## src/rtl/pc_seq_ctrl_pkg.sv

```systemverilog
// Shared configuration for the PC sequencing controller: default
// parameters, FSM state encoding and the instruction step size.
package pc_seq_ctrl_pkg;

    localparam int          XLEN_DEF      = 32;
    localparam logic [31:0] BOOT_ADDR_DEF = 32'h0000_0000;
    localparam int          RAM_DEPTH_DEF = 4096;
    localparam int          INSN_BYTES    = 4;

    typedef enum logic [1:0] {
        ST_INIT  = 2'd0,
        ST_FETCH = 2'd1,
        ST_WAIT  = 2'd2,
        ST_DRAIN = 2'd3
    } pc_state_e;

endpackage

```

## src/rtl/pc_seq_ctrl_if.sv

```systemverilog
// Fetch-side bus: the PC register handshake plus the instruction RAM
// request/ack. The controller is the master of this bundle.
interface pc_seq_ctrl_if #(
    parameter int XLEN = 32
);
    logic [XLEN-1:0] pc_addr;
    logic            pc_write_en;
    logic [XLEN-1:0] pc_write_addr;
    logic            imem_req;
    logic [XLEN-1:0] imem_addr;
    logic            imem_ack;

    modport master (
        input  pc_addr,
        input  imem_ack,
        output pc_write_en,
        output pc_write_addr,
        output imem_req,
        output imem_addr
    );

    modport slave (
        output pc_addr,
        output imem_ack,
        input  pc_write_en,
        input  pc_write_addr,
        input  imem_req,
        input  imem_addr
    );
endinterface

```

## src/rtl/pc_seq_ctrl_redirect_arb.sv

```systemverilog
// Redirect priority select (trap > branch > jump) and the legality check
// applied to whatever address is about to be written into the PC.
// Trap vectors are trusted and bypass the check.
module pc_redirect_arb #(
    parameter int              XLEN      = 32,
    parameter logic [XLEN-1:0] BOOT_ADDR = '0,
    parameter int              RAM_DEPTH = 4096
) (
    input  logic            trap_req_i,
    input  logic [XLEN-1:0] trap_vec_i,
    input  logic            br_taken_i,
    input  logic [XLEN-1:0] br_target_i,
    input  logic            jmp_valid_i,
    input  logic [XLEN-1:0] jmp_target_i,
    output logic            redir_valid_o,
    output logic            redir_is_trap_o,
    output logic [XLEN-1:0] redir_target_o,
    input  logic [XLEN-1:0] cand_addr_i,
    input  logic            cand_exempt_i,
    input  logic            cand_wrap_i,
    output logic [XLEN-1:0] final_addr_o,
    output logic            fault_o
);

    localparam logic [XLEN:0] DEPTH_W = (XLEN+1)'(RAM_DEPTH);

    logic [XLEN-1:0] offset;
    logic            illegal;

    // Pick the single winning redirect source in fixed priority order.
    always_comb begin
        redir_valid_o   = 1'b0;
        redir_is_trap_o = 1'b0;
        redir_target_o  = '0;
        if (trap_req_i) begin
            redir_valid_o   = 1'b1;
            redir_is_trap_o = 1'b1;
            redir_target_o  = trap_vec_i;
        end else if (br_taken_i) begin
            redir_valid_o  = 1'b1;
            redir_target_o = br_target_i;
        end else if (jmp_valid_i) begin
            redir_valid_o  = 1'b1;
            redir_target_o = jmp_target_i;
        end
    end

    // Offset from the RAM base: targets below the base wrap to a huge
    // offset, so a single unsigned compare covers both ends of the window.
    always_comb begin
        offset       = cand_addr_i - BOOT_ADDR;
        illegal      = cand_wrap_i
                     || ({1'b0, offset} >= DEPTH_W)
                     || (cand_addr_i[1:0] != 2'b00);
        fault_o      = !cand_exempt_i && illegal;
        final_addr_o = fault_o ? trap_vec_i : cand_addr_i;
    end

endmodule

```

## src/rtl/pc_seq_ctrl.sv

```systemverilog
// PC sequencing controller: issues instruction fetches, advances the PC on
// completion, and applies trap/branch/jump redirects. A redirect that
// arrives while a fetch is in flight is parked in pend_addr until the RAM
// acknowledges, so the bus never sees a request withdrawn mid-flight.
module pc_seq_ctrl
    import pc_seq_ctrl_pkg::*;
#(
    parameter int              XLEN      = XLEN_DEF,
    parameter logic [XLEN-1:0] BOOT_ADDR = XLEN'(BOOT_ADDR_DEF),
    parameter int              RAM_DEPTH = RAM_DEPTH_DEF
) (
    input  logic                 clk,
    input  logic                 rst_n,
    pc_seq_ctrl_if.master        bus,
    input  logic                 stall_i,
    input  logic                 trap_req_i,
    input  logic [XLEN-1:0]      trap_vec_i,
    input  logic                 br_taken_i,
    input  logic [XLEN-1:0]      br_target_i,
    input  logic                 jmp_valid_i,
    input  logic [XLEN-1:0]      jmp_target_i,
    output logic                 if_valid_o,
    output logic                 fetch_fault_o
);

    pc_state_e       state_q, state_d;
    logic [XLEN-1:0] pend_addr_q, pend_addr_d;
    logic            pend_trap_q, pend_trap_d;

    logic            redir_valid;
    logic            redir_is_trap;
    logic [XLEN-1:0] redir_target;
    logic [XLEN-1:0] final_addr;
    logic            arb_fault;

    logic            req_c;
    logic            we_c;
    logic            ifv_c;
    logic [XLEN-1:0] cand_addr;
    logic            cand_exempt;
    logic            cand_wrap;
    logic [XLEN-1:0] seq_addr;
    logic            seq_carry;
    logic            take_new;
    logic [XLEN-1:0] eff_addr;
    logic            eff_trap;

    pc_redirect_arb #(
        .XLEN      (XLEN),
        .BOOT_ADDR (BOOT_ADDR),
        .RAM_DEPTH (RAM_DEPTH)
    ) u_arb (
        .trap_req_i      (trap_req_i),
        .trap_vec_i      (trap_vec_i),
        .br_taken_i      (br_taken_i),
        .br_target_i     (br_target_i),
        .jmp_valid_i     (jmp_valid_i),
        .jmp_target_i    (jmp_target_i),
        .redir_valid_o   (redir_valid),
        .redir_is_trap_o (redir_is_trap),
        .redir_target_o  (redir_target),
        .cand_addr_i     (cand_addr),
        .cand_exempt_i   (cand_exempt),
        .cand_wrap_i     (cand_wrap),
        .final_addr_o    (final_addr),
        .fault_o         (arb_fault)
    );

    // Next-state and per-cycle strobes; completions and redirects act in
    // the same cycle as the ack so a zero-wait RAM streams one word a cycle.
    always_comb begin
        state_d     = state_q;
        pend_addr_d = pend_addr_q;
        pend_trap_d = pend_trap_q;
        req_c       = 1'b0;
        we_c        = 1'b0;
        ifv_c       = 1'b0;
        cand_addr   = bus.pc_addr;
        cand_exempt = 1'b0;
        cand_wrap   = 1'b0;
        {seq_carry, seq_addr} = {1'b0, bus.pc_addr} + (XLEN+1)'(INSN_BYTES);
        take_new    = redir_valid && (!pend_trap_q || redir_is_trap);
        eff_addr    = take_new ? redir_target  : pend_addr_q;
        eff_trap    = take_new ? redir_is_trap : pend_trap_q;

        case (state_q)
            ST_INIT: begin
                we_c        = 1'b1;
                cand_addr   = BOOT_ADDR;
                cand_exempt = 1'b1;
                state_d     = ST_FETCH;
            end
            ST_FETCH: begin
                req_c = !stall_i;
                if (redir_valid) begin
                    if (req_c && !bus.imem_ack) begin
                        pend_addr_d = redir_target;
                        pend_trap_d = redir_is_trap;
                        state_d     = ST_DRAIN;
                    end else begin
                        we_c        = 1'b1;
                        cand_addr   = redir_target;
                        cand_exempt = redir_is_trap;
                    end
                end else if (req_c) begin
                    if (bus.imem_ack) begin
                        we_c      = 1'b1;
                        ifv_c     = 1'b1;
                        cand_addr = seq_addr;
                        cand_wrap = seq_carry;
                    end else begin
                        state_d = ST_WAIT;
                    end
                end
            end
            ST_WAIT: begin
                req_c = 1'b1;
                if (redir_valid) begin
                    if (bus.imem_ack) begin
                        we_c        = 1'b1;
                        cand_addr   = redir_target;
                        cand_exempt = redir_is_trap;
                        state_d     = ST_FETCH;
                    end else begin
                        pend_addr_d = redir_target;
                        pend_trap_d = redir_is_trap;
                        state_d     = ST_DRAIN;
                    end
                end else if (bus.imem_ack) begin
                    we_c      = 1'b1;
                    ifv_c     = 1'b1;
                    cand_addr = seq_addr;
                    cand_wrap = seq_carry;
                    state_d   = ST_FETCH;
                end
            end
            ST_DRAIN: begin
                req_c = 1'b1;
                if (bus.imem_ack) begin
                    we_c        = 1'b1;
                    cand_addr   = eff_addr;
                    cand_exempt = eff_trap;
                    state_d     = ST_FETCH;
                end else begin
                    pend_addr_d = eff_addr;
                    pend_trap_d = eff_trap;
                end
            end
            default: state_d = ST_INIT;
        endcase
    end

    // State and parked redirect; reset drops everything in flight.
    always_ff @(posedge clk or negedge rst_n) begin
        if (!rst_n) begin
            state_q     <= ST_INIT;
            pend_addr_q <= '0;
            pend_trap_q <= 1'b0;
        end else begin
            state_q     <= state_d;
            pend_addr_q <= pend_addr_d;
            pend_trap_q <= pend_trap_d;
        end
    end

    // Outputs are forced quiet while reset is asserted so they drop at once.
    always_comb begin
        bus.imem_req      = rst_n && req_c;
        bus.pc_write_en   = rst_n && we_c;
        if_valid_o        = rst_n && ifv_c;
        fetch_fault_o     = rst_n && we_c && arb_fault;
        bus.imem_addr     = rst_n ? bus.pc_addr : BOOT_ADDR;
        if (!rst_n)
            bus.pc_write_addr = BOOT_ADDR;
        else if (we_c)
            bus.pc_write_addr = final_addr;
        else
            bus.pc_write_addr = bus.pc_addr;
    end

endmodule

```

## src/flat_wrapper.sv

```systemverilog
// flat-port wrapper written by rule: the top's interface ports become plain ports
module pc_seq_ctrl_flat import pc_seq_ctrl_pkg::*;
#(
    parameter int              XLEN      = XLEN_DEF,
    parameter logic [XLEN-1:0] BOOT_ADDR = XLEN'(BOOT_ADDR_DEF),
    parameter int              RAM_DEPTH = RAM_DEPTH_DEF
)
  (clk, rst_n, stall_i, trap_req_i, trap_vec_i, br_taken_i, br_target_i, jmp_valid_i, jmp_target_i, if_valid_o, fetch_fault_o, bus_pc_addr, bus_imem_ack, bus_pc_write_en, bus_pc_write_addr, bus_imem_req, bus_imem_addr);
  pc_seq_ctrl_if #(.XLEN(XLEN)) bus_i ();
  input  logic clk;
  input  logic rst_n;
  input  logic stall_i;
  input  logic trap_req_i;
  input  logic [XLEN-1:0] trap_vec_i;
  input  logic br_taken_i;
  input  logic [XLEN-1:0] br_target_i;
  input  logic jmp_valid_i;
  input  logic [XLEN-1:0] jmp_target_i;
  output logic if_valid_o;
  output logic fetch_fault_o;
  input wire logic [$bits(bus_i.pc_addr)-1:0] bus_pc_addr;
  input wire logic [$bits(bus_i.imem_ack)-1:0] bus_imem_ack;
  output wire logic [$bits(bus_i.pc_write_en)-1:0] bus_pc_write_en;
  output wire logic [$bits(bus_i.pc_write_addr)-1:0] bus_pc_write_addr;
  output wire logic [$bits(bus_i.imem_req)-1:0] bus_imem_req;
  output wire logic [$bits(bus_i.imem_addr)-1:0] bus_imem_addr;
  assign bus_i.pc_addr = bus_pc_addr;
  assign bus_i.imem_ack = bus_imem_ack;
  assign bus_pc_write_en = bus_i.pc_write_en;
  assign bus_pc_write_addr = bus_i.pc_write_addr;
  assign bus_imem_req = bus_i.imem_req;
  assign bus_imem_addr = bus_i.imem_addr;
  pc_seq_ctrl #(.XLEN(XLEN), .BOOT_ADDR(BOOT_ADDR), .RAM_DEPTH(RAM_DEPTH)) u_core (.clk(clk), .rst_n(rst_n), .bus(bus_i), .stall_i(stall_i), .trap_req_i(trap_req_i), .trap_vec_i(trap_vec_i), .br_taken_i(br_taken_i), .br_target_i(br_target_i), .jmp_valid_i(jmp_valid_i), .jmp_target_i(jmp_target_i), .if_valid_o(if_valid_o), .fetch_fault_o(fetch_fault_o));
endmodule
```

## config.mk

```make
export PLATFORM = sky130hd
export DESIGN_NAME = pc_seq_ctrl_flat
export DESIGN_NICKNAME = d
export VERILOG_FILES = /design/src/rtl/pc_seq_ctrl_pkg.sv /design/src/rtl/pc_seq_ctrl_if.sv /design/src/rtl/pc_seq_ctrl_redirect_arb.sv /design/src/rtl/pc_seq_ctrl.sv /design/src/flat_wrapper.sv
export SDC_FILE = /design/constraint.sdc
export NUM_CORES = 1
export LEC_CHECK = 0
export ABC_CLOCK_PERIOD_IN_PS = 12500
export CAP_MARGIN = 20
export CORE_MARGIN = 2
export CORE_UTILIZATION = 55
export CTS_CLUSTER_SIZE = 25
export DETAILED_ROUTE_END_ITERATION = 8
export DONT_BUFFER_PORTS = 1
export GPL_TIMING_DRIVEN = 0
export PLACE_DENSITY = 0.67
export SYNTH_ARGS = -nofsm -noshare
export SYNTH_HDL_FRONTEND = slang
export SYNTH_SLANG_ARGS = --single-unit
```

## constraint.sdc

```tcl
create_clock -name clk -period 12.5 [get_ports clk]
set_clock_uncertainty 0.1 [all_clocks]
set_input_delay 1.25 -clock clk [delete_from_list [all_inputs] [get_ports clk]]
set_output_delay 1.25 -clock clk [all_outputs]
set_load 0.05 [all_outputs]
```

==> impl_metrics.tcl, run 1 <==
set metrics [dict create \
    tritoncts.num_buffers 5 \
    hpwl_um 23500 \
    clockBufferDepth 2 \
    rsz0062_at_grt "false" \
    ctsRootBufferMaster "sky130_fd_sc_hd__clkbuf_8" \
    worstSetupEndpointType "output port" \
    postSynthNetCount 1037 \
    clock_latency_ns 0.32 \
    synth-main-ff-cell "sky130_fd_sc_hd__dfrtp_1" \
    crit_path_cell_trace "clkbuf_1, nand3_1, nor4_1, and3_1, o21ai_0, a211oi_1, a41oi_1, or4_4, o21a_1, buf_6, buf_2, clkbuf_1, o211ai_1" \
    critPathArrivalTime_ns 6.45 \
    clock_tree.htree_level_count 2 \
    initial_core_util_pct 56.0 \
    largest_fanout_on_the_critical_path 10 \
    ys_warn_count 0 \
    grt.overflow.total 0 \
    syn-cell-area_um2 6050 \
    flop_and_latch_count_out_of_synthesis 35 \
    vias 8472 \
    final_cell_mix "sky130_fd_sc_hd__nand2_1 (93), sky130_fd_sc_hd__o21ai_0 (80), sky130_fd_sc_hd__a21oi_1 (77)" \
    avgSynthCellArea_um2 6.75 \
    groute.layer.met1.usage_pct 58.5 \
    most_common_cell_after_layout_fill_and_taps_aside "sky130_fd_sc_hd__nand2_1" \
    tritoncts_num_sinks 35 \
    outcome "finished, violations left" \
    worst_vdd_rail_ir_drop_uv 137 \
    crit_path_start_kind "input port" \
    synth_seq_area_share_pct 14.5 \
    postSynthCellCount 896 \
    powerDensity_nw_per_um2 234 \
    timing_max_transition_violations_final 0 \
    grt_pass1_wl_um 45800 \
    timing.slew.headroom_pct 19.1 \
    design.core.area_um2 10800 \
    layout_min_cycle_time_ns 7.80 \
    crit_slowest_cell "sky130_fd_sc_hd__o211ai_1" \
    cts_setup_buffers 0 \
    largest_stage_delay_worst_path_ns 1.08 \
    fin_util_pct 59.3 \
    drt-initial-drc-count 1501 \
    postSynth.asyncResetShare_pct 100 \
    met3_usage_pct 20.5 \
    power.share.switching_pct 63.3 \
    seqPwrFrac_pct 13.9 \
    setup-violations-final 0 \
    num-nets-final 1052 \
    final.setup.tns_ns 0 \
    routed_via_density 8.05 \
    antenna_found_initial 2 \
    met2_usage_pct 79.1 \
    comb_pwr_share_pct 79.5 \
    finalWeightedCongestion 1.08 \
    synth.lib_cells_used.distinct 73 \
    die_width_um 109 \
    post_cts_hold_buffer_count 0 \
    finalHoldViolCount 0 \
    wirelength_um 31800 \
    power.switching_uw 948 \
    drt_drc_violations_left 6 \
    synth_edf_count 0 \
    cp_common_cell "sky130_fd_sc_hd__clkbuf_1" \
    pin_count 203 \
    numPortBuffers 0 \
    die_height_um 109 \
    worst-endpoint-required_ns 11.15 \
    syn_to_final_growth_pct 5.84 \
    die-area_um2 11800 \
    max_cap_viol_count 0 \
    grt_use_total_pct 52.3 \
    firstDrtPassIters 9 \
    p_leak_nw 2.30 \
    finalCritPeriodShare_pct 62.4 \
    hp-class "reg -> reg" \
    power.share.clock_pct 6.6 \
    pin_count_of_the_biggest_net_entering_global_routing 41 \
    share_of_cells_above_drive_strength_1_pct 9.44 \
    grt_pass1_vias 7799 \
    detail_route_antenna_nets 0 \
    clk_pin_slew_worst_paths_ns 0.09 \
    route.detailed.wl_per_inst_um 30.2 \
    max_freq_ghz 0.128 \
    worst-setup-path-type "in -> out" \
    timing_worst_slew_pin_value_ns 1.20 \
    cts_resized 0 \
    tritoncts "built" \
    violations "design-rule violations" \
    globalRoute.busiestLayer "met2" \
    rows 38 \
    p_int_uw 549 \
]
path summary, 6_finish.rpt:
check	from	to	slack, ns	cells past startpoint
max	bus_pc_addr[16]	bus_pc_write_addr[13]	4.70	13
min in group asynchronous	rst_n	u_core.pend_addr_q[11]	0.51	0
max in group asynchronous	rst_n	u_core.pend_addr_q[7]	11.69	0
min reg2reg	u_core.pend_addr_q[17]	u_core.pend_addr_q[17]	0.40	2
max reg2reg	u_core.state_q[0]	u_core.pend_addr_q[2]	7.80	11
min	u_core.pend_addr_q[17]	u_core.pend_addr_q[17]	0.40	2
flip-flops by register name, indices dropped and copies added, names as in the netlist:
| signal | count |
|---|---|
| u_core.pend_trap_q | 1 |
| u_core.pend_addr_q | 32 |
| u_core.state_q | 2 |
cells by family (layout without fill, tap and decap cells):
kind of cell	count (synthesis)	after routing	synth area share (%)
multiplexers	48	48	8.57
AO/OA/AOI/OAI	326	326	35.4
adder cells (fa/ha/maj)	6	6	1.24
XOR/XNOR	7	7	1.01
flip-flops	35	35	14.5
AND/OR/NAND/NOR	354	354	31.2
buffers and inverters	120	135	8.05
other	0	1	0
cell type report:
type / instances / area, um2
repair buffers: 8 / 62.6
well taps: 140 / 175
clock buffers: 6 / 82.6
flip-flops and latches: 35 / 876
fillers: 1068 / 4390
diodes: 1 / 2.50
plain buffers: 99 / 408
inverters: 21 / 78.8
multi-input cells: 741 / 4710
clock inverters: 1 / 5.00
worst max-delay path: cells and delay by family:
kind / cells / cell delay (ns)
AOI/OAI and AO/OA: 5 / 1.95
and+or+nand+nor: 4 / 2.09
buffers and inverters: 4 / 1.14
routing by layer:
metal  up-vias  part of all wire, %
li1       3435                    -
met1      3842                   33
met2       908                   42
met3       287                   16
met4         0                  9.4
met5         -                    0
synth_stat cells, types with 20 or more instances:
| cell type | instances | share of area, % |
|---|---|---|
| sky130_fd_sc_hd__nand4_1 | 20 | 2.1 |
| sky130_fd_sc_hd__and2_1 | 37 | 3.8 |
| sky130_fd_sc_hd__a21oi_1 | 77 | 6.4 |
| sky130_fd_sc_hd__clkbuf_1 | 74 | 4.6 |
| sky130_fd_sc_hd__a22oi_1 | 20 | 2.5 |
| sky130_fd_sc_hd__inv_1 | 21 | 1.3 |
| sky130_fd_sc_hd__dfrtp_1 | 35 | 14 |
| sky130_fd_sc_hd__a31oi_1 | 21 | 2.2 |
| sky130_fd_sc_hd__mux2_2 | 30 | 5.6 |
| sky130_fd_sc_hd__o21ai_0 | 80 | 6.6 |
| sky130_fd_sc_hd__nand3_1 | 37 | 3.1 |
| sky130_fd_sc_hd__nor2_1 | 54 | 3.4 |
| sky130_fd_sc_hd__nor3_1 | 27 | 2.2 |
| sky130_fd_sc_hd__nand2_1 | 93 | 5.8 |
through the flow:
| stage | total power, mW | hold slack (ns) | setup slack (ns) | cells | instance area, um2 |
|---|---|---|---|---|---|
| after global routing | 1.53 | 0.418 | 4.68 | 1051 | 6400 |
| after global placement | 1.29 | 0.364 | 4.95 | 1036 | 6220 |
| after detailed placement | 1.33 | 0.380 | 5.01 | 1041 | 6290 |
| final | 1.50 | 0.401 | 4.70 | 1052 | 6400 |
| after CTS | 1.43 | 0.398 | 4.99 | 1048 | 6380 |
| after floorplan | 1.03 | 0.349 | 5.80 | 896 | 6050 |
power groups by stage:
stage / combinational [mW] / clock, mW / sequential (mW)
detailed placement: 1.12 / 0 / 0.207
finish: 1.19 / 0.0985 / 0.208
CTS: 1.13 / 0.0950 / 0.205
global placement: 1.09 / 0 / 0.202
floorplan: 0.835 / 0 / 0.196
global route: 1.22 / 0.0988 / 0.211
(Power assumes the default switching activity.)
==> run 2: changes to the inputs <==
Settings changed: ABC_CLOCK_PERIOD_IN_PS 12500 to 7600.
Clock period 12.5 ns to 7.6 ns, I/O delays scaled along.
==> run 2 against run 1 <==
- utilization hardly changed
- largest cell class unchanged
- flip-flop and latch count unchanged
- first-iteration DRC count decreased by 1.9%
- sequential power rose by 64%
- the flow now finishes without violations
- via count rose by 0.15%
- hold slack lost 0.37 ns
==> impl_metrics.tcl, run 2 (synthesis results as in run 1) <==
set metrics [dict create \
    final.setup.tns_ns 0 \
    detail_route_antenna_nets 0 \
    final_cell_mix "sky130_fd_sc_hd__nand2_1 (93), sky130_fd_sc_hd__o21ai_0 (80), sky130_fd_sc_hd__a21oi_1 (77)" \
    placedCellCount 1041 \
    clock_latency_ns 0.32 \
    clock_tree.htree_level_count 2 \
    pin_count 203 \
    clk_pin_slew_worst_paths_ns 0.09 \
    fillers 1068 \
    crit_path_start_kind "input port" \
    tritoncts.num_buffers 5 \
    finalNonFillerCells 1054 \
    finalWeightedCongestion 1.08 \
    reg_top3 "u_core.pend_addr_q x32, u_core.state_q x2, u_core.pend_trap_q x1" \
    critPathArrivalTime_ns 5.88 \
    num-nets-final 1052 \
    cts_setup_buffers 0 \
    worst-setup-path-type "in -> out" \
    drt_drc_violations_left 0 \
    layout_min_cycle_time_ns 6.74 \
    die_height_um 109 \
    die_width_um 109 \
    initial_core_util_pct 56.0 \
    worst_vdd_rail_ir_drop_uv 217 \
    die-area_um2 11800 \
    hpwl_um 23500 \
    setup-violations-final 0 \
    numPortBuffers 0 \
    rr_startpoint "u_core.state_q[0]" \
    timing_max_transition_violations_final 0 \
    hp-class "in -> async" \
    worst_path_dominant_cell_family "simple AND/OR/NAND/NOR gates" \
    final-seq-area_um2 876 \
    routed_via_density 8.05 \
    finalHoldViolCount 0 \
    largest_stage_delay_worst_path_ns 1.08 \
    grt_use_total_pct 52.2 \
    multiInputGateArea_um2 4710 \
    timing_worst_slew_pin_value_ns 1.22 \
    largest_fanout_on_the_critical_path 10 \
    largest_register_ffs 32 \
    rsz0062_at_grt "false" \
    grt_pass1_vias 7814 \
    crit_path_cell_trace "ha_1, nand4_4, nor4_2, and3_1, o21ai_0, a211oi_1, a41oi_1, or4_4, o21a_1, buf_6, buf_2, clkbuf_1, o211ai_1" \
    design.core.area_um2 10800 \
    route.detailed.wl_per_inst_um 30.3 \
    cts_resized 0 \
    antenna_found_initial 2 \
    worstSetupEndpointType "output port" \
    drt-initial-drc-count 1472 \
    pin_count_of_the_biggest_net_entering_global_routing 41 \
    timing.slew.headroom_pct 18.4 \
    share_of_cells_above_drive_strength_1_pct 9.44 \
    ctsRootBufferMaster "sky130_fd_sc_hd__clkbuf_8" \
    crit_slowest_cell "sky130_fd_sc_hd__o211ai_1" \
    finalCritPeriodShare_pct 88.6 \
    outcome "finished clean" \
    wirelength_um 31900 \
    most_common_cell_after_layout_fill_and_taps_aside "sky130_fd_sc_hd__nand2_1" \
    grt.overflow.total 0 \
    post_cts_hold_buffer_count 0 \
    vias 8485 \
    critical_path_startpoint "bus_pc_addr[2]" \
    worst-endpoint-required_ns 6.74 \
    powerDensity_nw_per_um2 385 \
    tritoncts_num_sinks 35 \
    p_leak_nw 2.30 \
    syn_to_final_growth_pct 5.92 \
    firstDrtPassIters 7 \
    tritoncts "built" \
    grt_pass1_wl_um 45700 \
    largest_register "u_core.pend_addr_q" \
    max_cap_viol_count 0 \
    max_freq_ghz 0.148 \
    worst_path_buf_inv 3 \
    clockBufferDepth 2 \
    rows 38 \
]
==> run 2: path summary, 6_finish.rpt <==
check,endpoint,slack [ns],depth (start not counted)
max in group asynchronous,u_core.pend_addr_q[7],7.27,0
setup reg to reg,u_core.pend_addr_q[28],2.91,11
setup / recovery,bus_pc_write_addr[13],0.86,13
hold reg to reg,u_core.pend_addr_q[17],0.40,2
min in group clk,u_core.pend_addr_q[17],0.40,2
hold / removal,u_core.pend_addr_q[30],0.03,0
==> run 2: final cells by class <==
class                      count  share of cell area [%]
antenna                        3                   0.117
sequential                    35                    13.7
clock buffer                   6                    1.29
inverter                      21                    1.23
timing repair buffer           8                   0.977
multi-input combinational    741                    73.5
buffer                        99                    6.37
tap                          140                    2.74
clock inverter                 1                  0.0782
==> run 2: worst reg2reg max path: stages (launching register included) <==
cell and delay (ns):
sky130_fd_sc_hd__dfrtp_1 0.43, sky130_fd_sc_hd__inv_1 0.16, sky130_fd_sc_hd__ha_1 0.16, sky130_fd_sc_hd__clkbuf_1 0.47, sky130_fd_sc_hd__clkbuf_1 0.58, sky130_fd_sc_hd__clkbuf_1 0.49
sky130_fd_sc_hd__a21oi_1 0.16, sky130_fd_sc_hd__o21ai_0 0.19, sky130_fd_sc_hd__a21o_1 0.13, sky130_fd_sc_hd__clkbuf_1 0.48, sky130_fd_sc_hd__clkbuf_1 0.80, sky130_fd_sc_hd__mux2_2 0.42
==> run 2: metrics by stage <==
step	util, %	worst slack, ns	cell area [um2]	hold slack (ns)	total power [mW]
3_3_place_gp	57.6	1.03	6220	0.364	2.13
5_1_grt	59.3	0.705	6400	0.0263	2.52
2_1_floorplan	-	1.88	6050	0.349	1.70
6_report	59.3	0.863	6400	0.0280	2.47
3_5_place_dp	58.3	1.09	6290	0.365	2.19
4_1_cts	59.1	1.07	6380	0.0309	2.35
==> run 2: routing by layer <==
| metal | global-route usage (%) | share of wire (%) | vias to the layer above |
|---|---|---|---|
| li1 | - | - | 3448 |
| met1 | 58.1 | 32 | 3840 |
| met2 | 79.1 | 42 | 923 |
| met3 | 20.3 | 16 | 274 |
| met4 | 41.7 | 9.7 | 0 |
| met5 | 0 | 0 | - |
==> run 2: report_power, final <==
part           internal, mW  switching, mW
Clock                0.0716         0.0896
Sequential            0.283         0.0589
Combinational         0.547           1.41
==> run 3: changes to the inputs <==
Settings changed: HOLD_SLACK_MARGIN from default to 0.15, PLACE_DENSITY 0.67 to 0.81.
==> run 3 against run 2 <==
- die area is the same
- flip-flop and latch count is the same
- clock-buffer cell count is the same
- hold slack gained 0.14 ns
- final area is essentially flat
- cell count shrank 0.38%
- via count shrank 4.3%
- critical path depth grew 2
- worst setup slack lost 0.19 ns
- combinational power is essentially flat
- utilization is essentially flat
- highest routed layer unchanged
==> impl_metrics.tcl, run 3 (synthesis results as in run 1) <==
set metrics [dict create \
    outcome "finished clean" \
    postPlaceCellArea_um2 6280 \
    regToRegSetupSlack_ns 2.79 \
    globalRoute.busiestLayer "met2" \
    power.share.clock_pct 6.9 \
    largest_register "u_core.pend_addr_q" \
    powerDensity_nw_per_um2 385 \
    power.switching_mw 1.56 \
    worst-endpoint-required_ns 6.74 \
    tritoncts_num_sinks 35 \
    crit_path_cell_trace "buf_2, nor3_4, clkbuf_1, buf_1, buf_1, a31oi_1, nor3_1, o22ai_1, nor2_1, nand4_1, o21a_1, buf_6, buf_2, clkbuf_1, o211ai_1" \
    share_of_cells_above_drive_strength_1_pct 9.34 \
    most_common_cell_after_layout_fill_and_taps_aside "sky130_fd_sc_hd__nand2_1" \
    largest_fanout_on_the_critical_path 10 \
    syn_to_final_growth_pct 5.94 \
    clockBufferDepth 2 \
    rows 38 \
    fillers 1099 \
    dp_worst_setup_slack_ns 1.03 \
    firstDrtPassIters 7 \
    final_cell_mix "sky130_fd_sc_hd__nand2_1 (93), sky130_fd_sc_hd__o21ai_0 (80), sky130_fd_sc_hd__a21oi_1 (77)" \
    route.detailed.wl_per_inst_um 29.2 \
    num-nets-final 1050 \
    setup-violations-final 0 \
    critPathArrivalTime_ns 6.07 \
    final-seq-area_um2 876 \
    initial_core_util_pct 56.0 \
    met2_usage_pct 77.2 \
    timing.slew.headroom_pct 23.2 \
    r2r_depth 11 \
    wirelength_um 30600 \
    rsz0062_at_grt "false" \
    worstSetupEndpointType "output port" \
    pin_count 203 \
    seqPwrFrac_pct 13.8 \
    die_width_um 109 \
    power.share.switching_pct 63.4 \
    finish.instance_area_um2 6400 \
    critical_path_startpoint "br_taken_i" \
    cts_setup_buffers 0 \
    clk_pin_slew_worst_paths_ns 0.09 \
    pin_count_of_the_biggest_net_entering_global_routing 36 \
    design.core.area_um2 10800 \
    finalCritPeriodShare_pct 91.2 \
    crit_slowest_cell "sky130_fd_sc_hd__o211ai_1" \
    multiInputGateArea_um2 4710 \
    finalHoldViolCount 0 \
    drt-initial-drc-count 1236 \
    final.setup.tns_ns 0 \
    antenna_found_initial 0 \
    timing_max_transition_violations_final 0 \
    vias 8119 \
    tritoncts.num_buffers 5 \
    reg_top3 "u_core.pend_addr_q x32, u_core.state_q x2, u_core.pend_trap_q x1" \
    rr_startpoint "u_core.state_q[0]" \
    max_cap_viol_count 0 \
    antenna_cells 0 \
    tritoncts "built" \
    finalWorstSetupSlack_ns 0.671 \
    worst-setup-path-type "in -> out" \
    p_int_uw 902 \
    clock_tree.htree_level_count 2 \
    crit_path_start_kind "input port" \
    hpwl_um 22700 \
    largest_stage_delay_worst_path_ns 0.99 \
    timing_worst_slew_pin_value_ns 1.15 \
    die-area_um2 11800 \
    comb_pwr_share_pct 79.3 \
    drt_drc_violations_left 0 \
    met3_usage_pct 15.5 \
    hp-class "in -> async" \
    routed_via_density 7.73 \
    ctsRootBufferMaster "sky130_fd_sc_hd__clkbuf_8" \
    p_leak_nw 2.29 \
    worst_vdd_rail_ir_drop_uv 236 \
    max_freq_ghz 0.144 \
    worstReg2RegEnd "u_core.pend_addr_q[26]" \
    cts_resized 0 \
    die_height_um 109 \
    finalWeightedCongestion 1.07 \
    grt.overflow.total 0 \
    detail_route_antenna_nets 0 \
    numPortBuffers 0 \
    layout_min_cycle_time_ns 6.93 \
    groute.layer.met1.usage_pct 60.0 \
    largest_register_ffs 32 \
    grt_pass1_vias 7471 \
    grt_pass1_wl_um 44400 \
    grt_use_total_pct 51.1 \
    clock_latency_ns 0.33 \
]
[run 3: power groups by stage]
stage                     sequential (mW)  clock, mW  combinational, mW
final                               0.340      0.170               1.95
after detailed placement            0.340          0               1.85
after global routing                0.348      0.172               2.01
after global placement              0.337          0               1.82
after CTS                           0.336      0.167               1.86
after floorplan                     0.323          0               1.37
[run 3: worst max path at each step]
stage	to	slack, ns	cells past startpoint
CTS	bus_pc_write_addr[13]	1.02	15
floorplan	bus_pc_write_addr[12]	1.88	13
detailed placement	bus_pc_write_addr[13]	1.03	15
finish	bus_pc_write_addr[13]	0.67	15
global route	bus_pc_write_addr[24]	0.71	15
global placement	bus_pc_write_addr[12]	0.92	14
[run 3: area by class of cell]
cell class	count	area share, %
buffer	99	6.37
clock buffer	6	1.29
clock inverter	2	0.254
inverter	21	1.23
multi-input combinational	741	73.5
sequential	35	13.7
tap	140	2.73
timing repair buffer	6	0.938
[run 3: worst max-delay path: cells and delay by family]
| kind | cells | cell delay [ns] |
|---|---|---|
| buffers and inverters | 7 | 2.55 |
| AND/OR/NAND/NOR | 4 | 1.21 |
| AO/OA/AOI/OAI | 4 | 1.53 |
[run 3: repair_timing]
action	in CTS	in global routing
hold buffers	1	0
setup endpoints to repair	0	0
endpoints found under the hold margin	35	0
[run 3: per-stage QoR]
| step | power (mW) | hold WS [ns] | cells | util, % |
|---|---|---|---|---|
| global placement | 2.16 | 0.365 | 1036 | 57.6 |
| global route | 2.53 | 0.184 | 1050 | 59.3 |
| finish | 2.46 | 0.169 | 1050 | 59.3 |
| detailed placement | 2.19 | 0.365 | 1039 | 58.1 |
| floorplan | 1.70 | 0.349 | 896 | - |
| CTS | 2.36 | 0.175 | 1048 | 59.3 |
[run 3: per-layer routing]
metal	vias up	share of wire (%)
met4	0	9.2
li1	3429	-
met3	224	14
met2	789	42
met1	3677	34
met5	-	0
